### src/rtl/spmv_ctrl_pkg.sv
// Shared definitions for the sparse-matrix memory read sequencer:
// FSM state encoding and default sizing of the read path.
package spmv_ctrl_pkg;

    typedef enum logic [1:0] {
        ST_IDLE  = 2'd0,
        ST_FETCH = 2'd1,
        ST_DRAIN = 2'd2,
        ST_DONE  = 2'd3
    } seq_state_e;

    localparam int unsigned DEFAULT_ADDR_WIDTH  = 32;
    localparam int unsigned DEFAULT_NUM_MODULES = 4;
    localparam int unsigned ISSUE_CNT_WIDTH     = 32;

endpackage

### src/rtl/spmv_issue_counter.sv
// Loadable up-counter with a terminal-count compare.
// at_terminal reflects the current count, so a caller that increments on the
// cycle at_terminal is high knows that increment is the last one.
module spmv_issue_counter #(
    parameter int unsigned          WIDTH       = 32,
    parameter logic [WIDTH-1:0]     RESET_VALUE = '0
) (
    input  logic             clk,
    input  logic             reset,
    input  logic             load,
    input  logic [WIDTH-1:0] load_value,
    input  logic             inc,
    input  logic [WIDTH-1:0] terminal_value,
    output logic [WIDTH-1:0] count,
    output logic             at_terminal
);

    localparam logic [WIDTH-1:0] ONE = WIDTH'(1);

    logic [WIDTH-1:0] count_q;
    logic [WIDTH-1:0] count_d;

    // Load has priority over increment; arithmetic wraps modulo 2^WIDTH.
    always_comb begin
        count_d = count_q;
        if (load) begin
            count_d = load_value;
        end else if (inc) begin
            count_d = count_q + ONE;
        end
    end

    // Count register with synchronous reset.
    always_ff @(posedge clk) begin
        if (reset) begin
            count_q <= RESET_VALUE;
        end else begin
            count_q <= count_d;
        end
    end

    assign count       = count_q;
    assign at_terminal = (count_q == terminal_value);

endmodule

### src/rtl/spmv_mem_read_sequencer.sv
// Read sequencer for the memA / col_nos / multiples memories feeding the
// P_Emap_8 units. One address register is fanned out to all three memories;
// each advance is gated on the datapath request and on every P_Emap being
// ready. memories_preprocess is the registered advance, lining up with the
// synchronous memory read data one cycle later.
//
// Optional feature (macro SEQ_STALL_COUNTER_EN): adds output stall_cycles,
// a saturating count of FETCH cycles where the request was high but at least
// one P_Emap unit was not ready. Cleared on accepted start and on reset.
//
// state | meaning
// ------+--------------------------------------------------------------
// IDLE  | waiting for start; addresses hold their last value
// FETCH | issuing row-groups, one per cycle when request and all ready
// DRAIN | last advance issued; its load strobe is on the output now
// DONE  | done pulse for one cycle, then back to IDLE
module spmv_mem_read_sequencer
    import spmv_ctrl_pkg::*;
#(
    parameter int unsigned                       memories_address_width      = DEFAULT_ADDR_WIDTH,
    parameter int unsigned                       no_of_row_by_vector_modules = DEFAULT_NUM_MODULES,
    parameter logic [memories_address_width-1:0] base_address                = '0
) (
    input  logic                                   clk,
    input  logic                                   reset,
    input  logic                                   start,
    input  logic [ISSUE_CNT_WIDTH-1:0]             total_with_additional_A,
    input  logic                                   memories_pre_preprocess,
    input  logic [no_of_row_by_vector_modules-1:0] you_can_read,
    output logic [memories_address_width-1:0]      memoryA_read_address,
    output logic [memories_address_width-1:0]      col_nos_read_address,
    output logic [memories_address_width-1:0]      multiples_read_address,
    output logic                                   memories_preprocess,
`ifdef SEQ_STALL_COUNTER_EN
    output logic [31:0]                            stall_cycles,
`endif
    output logic                                   busy,
    output logic                                   done
);

    localparam logic [memories_address_width-1:0] ADDR_ONE = memories_address_width'(1);
    localparam logic [ISSUE_CNT_WIDTH-1:0]        CNT_ONE  = ISSUE_CNT_WIDTH'(1);

    seq_state_e                         state_q, state_d;
    logic [memories_address_width-1:0]  addr_q, addr_d;
    logic [ISSUE_CNT_WIDTH-1:0]         total_q, total_d;
    logic                               preprocess_q, preprocess_d;
    logic                               busy_q, busy_d;
    logic                               done_q, done_d;

    logic                               all_ready;
    logic                               adv;
    logic                               start_ok;
    logic                               start_run;
    logic [ISSUE_CNT_WIDTH-1:0]         issue_count;
    logic                               issue_last;

    assign all_ready = &you_can_read;
    assign adv       = (state_q == ST_FETCH) && memories_pre_preprocess && all_ready;
    assign start_ok  = (state_q == ST_IDLE) && start;
    // A zero-length pass goes straight to DONE and must leave the
    // addresses and issue count untouched.
    assign start_run = start_ok && (total_with_additional_A != '0);

    // Issued row-group count; its terminal is the last group of the
    // latched total, so changes on the total input mid-pass are ignored.
    spmv_issue_counter #(
        .WIDTH       (ISSUE_CNT_WIDTH),
        .RESET_VALUE ('0)
    ) u_issue_counter (
        .clk            (clk),
        .reset          (reset),
        .load           (start_run),
        .load_value     ('0),
        .inc            (adv),
        .terminal_value (total_q - CNT_ONE),
        .count          (issue_count),
        .at_terminal    (issue_last)
    );

    // Next-state, address and registered-output computation.
    always_comb begin
        state_d = state_q;
        addr_d  = addr_q;
        total_d = total_q;
        unique case (state_q)
            ST_IDLE: begin
                if (start_ok) begin
                    if (start_run) begin
                        total_d = total_with_additional_A;
                        addr_d  = base_address;
                        state_d = ST_FETCH;
                    end else begin
                        state_d = ST_DONE;
                    end
                end
            end
            ST_FETCH: begin
                if (adv) begin
                    addr_d = addr_q + ADDR_ONE;
                    if (issue_last) begin
                        state_d = ST_DRAIN;
                    end
                end
            end
            ST_DRAIN: state_d = ST_DONE;
            ST_DONE:  state_d = ST_IDLE;
            default:  state_d = ST_IDLE;
        endcase
        preprocess_d = adv;
        busy_d       = (state_d != ST_IDLE);
        done_d       = (state_d == ST_DONE);
    end

    // FSM and output registers; reset also drops any pending load strobe.
    always_ff @(posedge clk) begin
        if (reset) begin
            state_q      <= ST_IDLE;
            addr_q       <= base_address;
            total_q      <= '0;
            preprocess_q <= 1'b0;
            busy_q       <= 1'b0;
            done_q       <= 1'b0;
        end else begin
            state_q      <= state_d;
            addr_q       <= addr_d;
            total_q      <= total_d;
            preprocess_q <= preprocess_d;
            busy_q       <= busy_d;
            done_q       <= done_d;
        end
    end

`ifdef SEQ_STALL_COUNTER_EN
    logic [31:0] stall_q, stall_d;

    // Count request-high / not-all-ready cycles in FETCH, saturating.
    always_comb begin
        stall_d = stall_q;
        if (start_ok) begin
            stall_d = '0;
        end else if ((state_q == ST_FETCH) && memories_pre_preprocess && !all_ready
                     && (stall_q != '1)) begin
            stall_d = stall_q + 32'd1;
        end
    end

    // Stall counter register.
    always_ff @(posedge clk) begin
        if (reset) begin
            stall_q <= '0;
        end else begin
            stall_q <= stall_d;
        end
    end

    assign stall_cycles = stall_q;
`endif

    assign memoryA_read_address   = addr_q;
    assign col_nos_read_address   = addr_q;
    assign multiples_read_address = addr_q;
    assign memories_preprocess    = preprocess_q;
    assign busy                   = busy_q;
    assign done                   = done_q;

endmodule

### config.mk
export PLATFORM = sky130hd
export DESIGN_NAME = spmv_mem_read_sequencer
export DESIGN_NICKNAME = d
export VERILOG_FILES = /design/src/rtl/spmv_ctrl_pkg.sv /design/src/rtl/spmv_issue_counter.sv /design/src/rtl/spmv_mem_read_sequencer.sv
export SDC_FILE = /design/constraint.sdc
export NUM_CORES = 1
export LEC_CHECK = 0
export CORE_AREA = 2 2 117 119
export CTS_CLUSTER_SIZE = 40
export DETAILED_ROUTE_END_ITERATION = 8
export DIE_AREA = 0 0 119 121
export PLACE_DENSITY = 0.84
export SYNTH_ARGS = -nofsm -noshare
export SYNTH_HDL_FRONTEND = slang
export SYNTH_SLANG_ARGS = --single-unit
### constraint.sdc
create_clock -name clk -period 3.5 [get_ports clk]
set_clock_uncertainty 0.1 [all_clocks]
set_input_delay 1.05 -clock clk [delete_from_list [all_inputs] [get_ports clk]]
set_output_delay 1.05 -clock clk [all_outputs]
set_load 0.02 [all_outputs]
==> results.tsv, run 1 <==
stage	metric	value	unit
finish	drive_gt1_share	10.3	%
floorplan	row_count	42	
power_and_ir_drop	power	2.69	mW
routing	antenna_left	0	
yosys	async_flop_share	0	%
timing	setup_tns	0	ns
floorplan	die_h	121	um
power_and_ir_drop	p_leak	2.74	nW
yosys	synth-simple-area-share	26.8	%
clock_network	hold_buffers	0	
timing	worst_slack	0.132	ns
yosys	synth_area_per_cell	8.21	um^2
global_routing	grt_pass1_wl	24000	um
min_path	hold_end	col_nos_read_address[29]	
placed_design	io_buffers	138	
placed_design	dp_hpwl	11100	um
worst_setup_path	r2r-end	state_q[0]	
job	drv_cap	0	
worst_setup_path	cp.arrival	3.55	ns
yosys	yosys.area_share.xor_xnor	12.9	%
worst_setup_path	timing.critical_path.mode_cell	nand4_1	
floorplan	dieArea	14400	um^2
yosys	synthMuxAreaShare	6.01	%
yosys	synth_compound_area_share	7.62	%
yosys	synth_ff_type	dfxtp_1	
worst_setup_path	critPathBufInv	2	
timing	drv_slew	0	
worst_setup_path	r2r.worst_path.cells	11	
timing	holdWs	0.432	ns
floorplan	start_util	44.7	%
power_and_ir_drop	power.density	354	nW/um^2
power_and_ir_drop	vdd_drop_max	0.270	mV
timing	finalHoldViolations	0	
worst_setup_path	timing.rr.start	total_q[0]	
finish	final_cells	998	
worst_setup_path	crit_family	compound AO/OA/AOI/OAI gates	
floorplan	ios	139	
worst_setup_path	cp-start-kind	input port	
clock_network	clk_path_buf_depth	2	
floorplan	die-width	119	um
clock_network	clock-sinks	101	
worst_setup_path	critical_path_class	input port to flop	
timing	maxSlewHeadroom	55.0	%
min_path	hp-start	col_nos_read_address[29]	
clock_network	clockRootBuffer	clkbuf_16	
min_path	hold_depth	2	
timing	fmax	297	MHz
timing	finalCritPeriodShare	96.2	%
finish	diodes	0	
global_routing	grt_pass1_vias	5068	
clock_network	clk_pin_slew	0.07	ns
timing	setup_violations	0	
routing	via_per_inst	5.31	
yosys	synthCells	712	
yosys	synth.cell_area	5850	um^2
routing	drtPass1Iterations	5	
worst_setup_path	cp_cell_sequence	clkdlybuf4s50_1 > nor4_1 > nand4_1 > o211ai_1 > a2111oi_2 > nand4_1 > buf_4 > or3_1 > a21oi_1	
placed_design	dpl_worst_slack	-0.474	ns
worst_setup_path	crit_fanout	8	
timing	min_period	3.37	ns
finish	fin_nets	860	
global_routing	track_usage	20.7	%
timing	worstMarginPinSlew	0.674	ns
clock_network	cts_tree	yes	
worst_setup_path	cpPeakStageDelay	0.65	ns
worst_setup_path	r2r_slack	0.23	ns
worst_setup_path	required	3.68	ns
yosys	ys_ff_latch	101	
yosys	ys_types	60	
routing	drt_wl_total	14600	um
yosys	synth_warnings	0	
finish	area_growth	29.8	%
global_routing	grt.overflow.total	0	
floorplan	core_area	13100	um^2
global_routing	grt_max_degree	39	
yosys	synth_top_family_by_area	simple AND/OR/NAND/NOR gates	
clock_network	clock_latency	0.35	ns
routing	drc	0	
clock_network	cts_made_buffers	9	
min_path	holdCritPathClass	flop to flop	
routing	drt_iter0_drc	434	
worst_setup_path	slowest_stage	a2111oi_2	
placed_design	place_congestion	0.916	
global_routing	antenna_found_initial	0	
clock_network	cts_max_level	3	
routing	vias	5300	
run_status	status	finished clean	
routing	wl_per_cell	14.6	um
yosys	synth_fa_ha_area_share	0.642	%
worst_setup_path	cp-end-kind	flop	
yosys	synth_edf_count	0	
yosys	synth_fp_nets	755	
placed_design	placedCellCount	981	
yosys	ys_seq_area_share	34.6	%
per-stage QoR:
step / utilization, % / area, um^2
detailed placement: 55.5 / 7260
global placement: 55.5 / 7260
global route: 58.0 / 7590
floorplan: - / 5850
CTS: 57.8 / 7560
finish: 58.0 / 7590
power by group:
group | internal (mW) | switching (mW) | total (mW)
registers | 1.18 | 0.0400 | 1.22
logic | 0.225 | 0.229 | 0.455
clock network | 0.557 | 0.457 | 1.01
total | 1.96 | 0.726 | 2.69
metal layers:
metal	share of wire [%]	up-vias	track usage [%]
met4	2.6	0	9.45
li1	-	2591	-
met5	0	-	0
met2	47	197	34.7
met1	44	2485	25.4
met3	6.3	27	4.75
final cells by class:
type	instances	area (um^2)
sequential	101	2020
tap	176	220
inverter	19	71.3
clock buffer	11	233
timing repair buffer	187	1800
multi-input combinational	499	3180
clock inverter	5	61.3
fill	1169	5500
cell usage in the layout, fill, tap and decap left out, drive strengths merged, types with 6 or more instances in the layout:
cell type / n
or3: 19
clkbuf: 11
xor2: 34
nand4: 20
nor2: 118
nand3: 23
nor3: 27
xnor2: 52
dfxtp: 101
nand2b: 8
buf: 49
mux2i: 34
and3: 8
a21oi: 20
nand2: 38
inv: 19
o211ai: 6
nor4: 17
clkdlybuf4s50: 138
o21ai: 18
synthesized netlist by cell type (2+ instances only):
master | number | area, um^2
a2111oi_0 | 2 | 17.5
a211oi_1 | 4 | 30.0
a21o_1 | 2 | 15.0
a21oi_1 | 20 | 100
a31oi_1 | 2 | 12.5
and2_1 | 4 | 25.0
and3_1 | 8 | 50.1
and4_1 | 3 | 26.3
buf_1 | 4 | 15.0
buf_2 | 2 | 10.0
buf_4 | 64 | 480
clkbuf_1 | 21 | 78.8
dfxtp_1 | 101 | 2020
ha_1 | 3 | 37.5
inv_1 | 19 | 71.3
mux2i_1 | 34 | 340
nand2_1 | 37 | 139
nand2b_1 | 8 | 50.1
nand3_1 | 23 | 115
nand3b_1 | 3 | 22.5
nand4_1 | 20 | 125
nor2_1 | 117 | 439
nor2b_1 | 2 | 12.5
nor3_1 | 26 | 130
nor3b_1 | 3 | 22.5
nor4_1 | 15 | 93.8
nor4_2 | 2 | 25.0
o211ai_1 | 6 | 45.0
o21ai_0 | 18 | 90.1
or2_2 | 3 | 18.8
or3_1 | 19 | 119
or4_1 | 2 | 15.0
or4_4 | 3 | 33.8
or4b_1 | 2 | 20.0
xnor2_1 | 52 | 455
xor2_1 | 34 | 298
how the worst max path moves through the flow:
stage	start	slack (ns)	cells past startpoint	to
floorplan	you_can_read[2]	0.06	9	state_q[0]
global placement	you_can_read[2]	-0.45	9	state_q[0]
detailed placement	you_can_read[2]	-0.47	9	state_q[0]
CTS	you_can_read[2]	0.01	9	state_q[0]
global route	you_can_read[2]	-0.02	10	u_issue_counter.count[31]
finish	total_with_additional_A[18]	0.13	9	col_nos_read_address[30]
worst register-to-register path: stages (launching register included):
cell and delay, ns:
dfxtp_1 0.39, inv_1 0.09, ha_2 0.21, nor4b_4 0.33, nand2_2 0.15, buf_4 0.19, nor4_4 0.28, nand2_1 0.10
a2111o_1 0.41, a21o_1 0.18, or4_4 0.55, a21o_1 0.17
cell families (layout without fill, tap and decap cells):
family	after synthesis	after routing
xor gates and xnor gates	86	86
AOI/OAI and AO/OA	68	68
muxes	35	35
adders and majority gates	3	3
buffers and inverters	112	222
and+or+nand+nor	307	307
DFF	101	101
repair_timing:
item	4_1_cts	5_1_grt
setup buffers	0	1
pin swaps	3	1
setup endpoints to repair	3	4
endpoints found under the hold margin	0	0
resized for setup	3	4
flip-flops by register name, indices dropped and copies added (netlist names):
name / cells
memories_preprocess: 1
done: 1
col_nos_read_address: 32
state_q: 2
u_issue_counter.count: 32
total_q: 32
busy: 1
Power figures use the tool's default switching activity.
==> inputs of run 2 (changes only) <==
--- a/config.mk
+++ b/config.mk
@@ -6,6 +6,7 @@
 export NUM_CORES = 1
 export LEC_CHECK = 0
 export CORE_AREA = 2 2 117 119
+export CTS_CLUSTER_DIAMETER = 200
 export CTS_CLUSTER_SIZE = 40
 export DETAILED_ROUTE_END_ITERATION = 8
 export DIE_AREA = 0 0 119 121
==> results of run 2 <==
No change in the layout: final DEF, timing and power equal those of run 1.
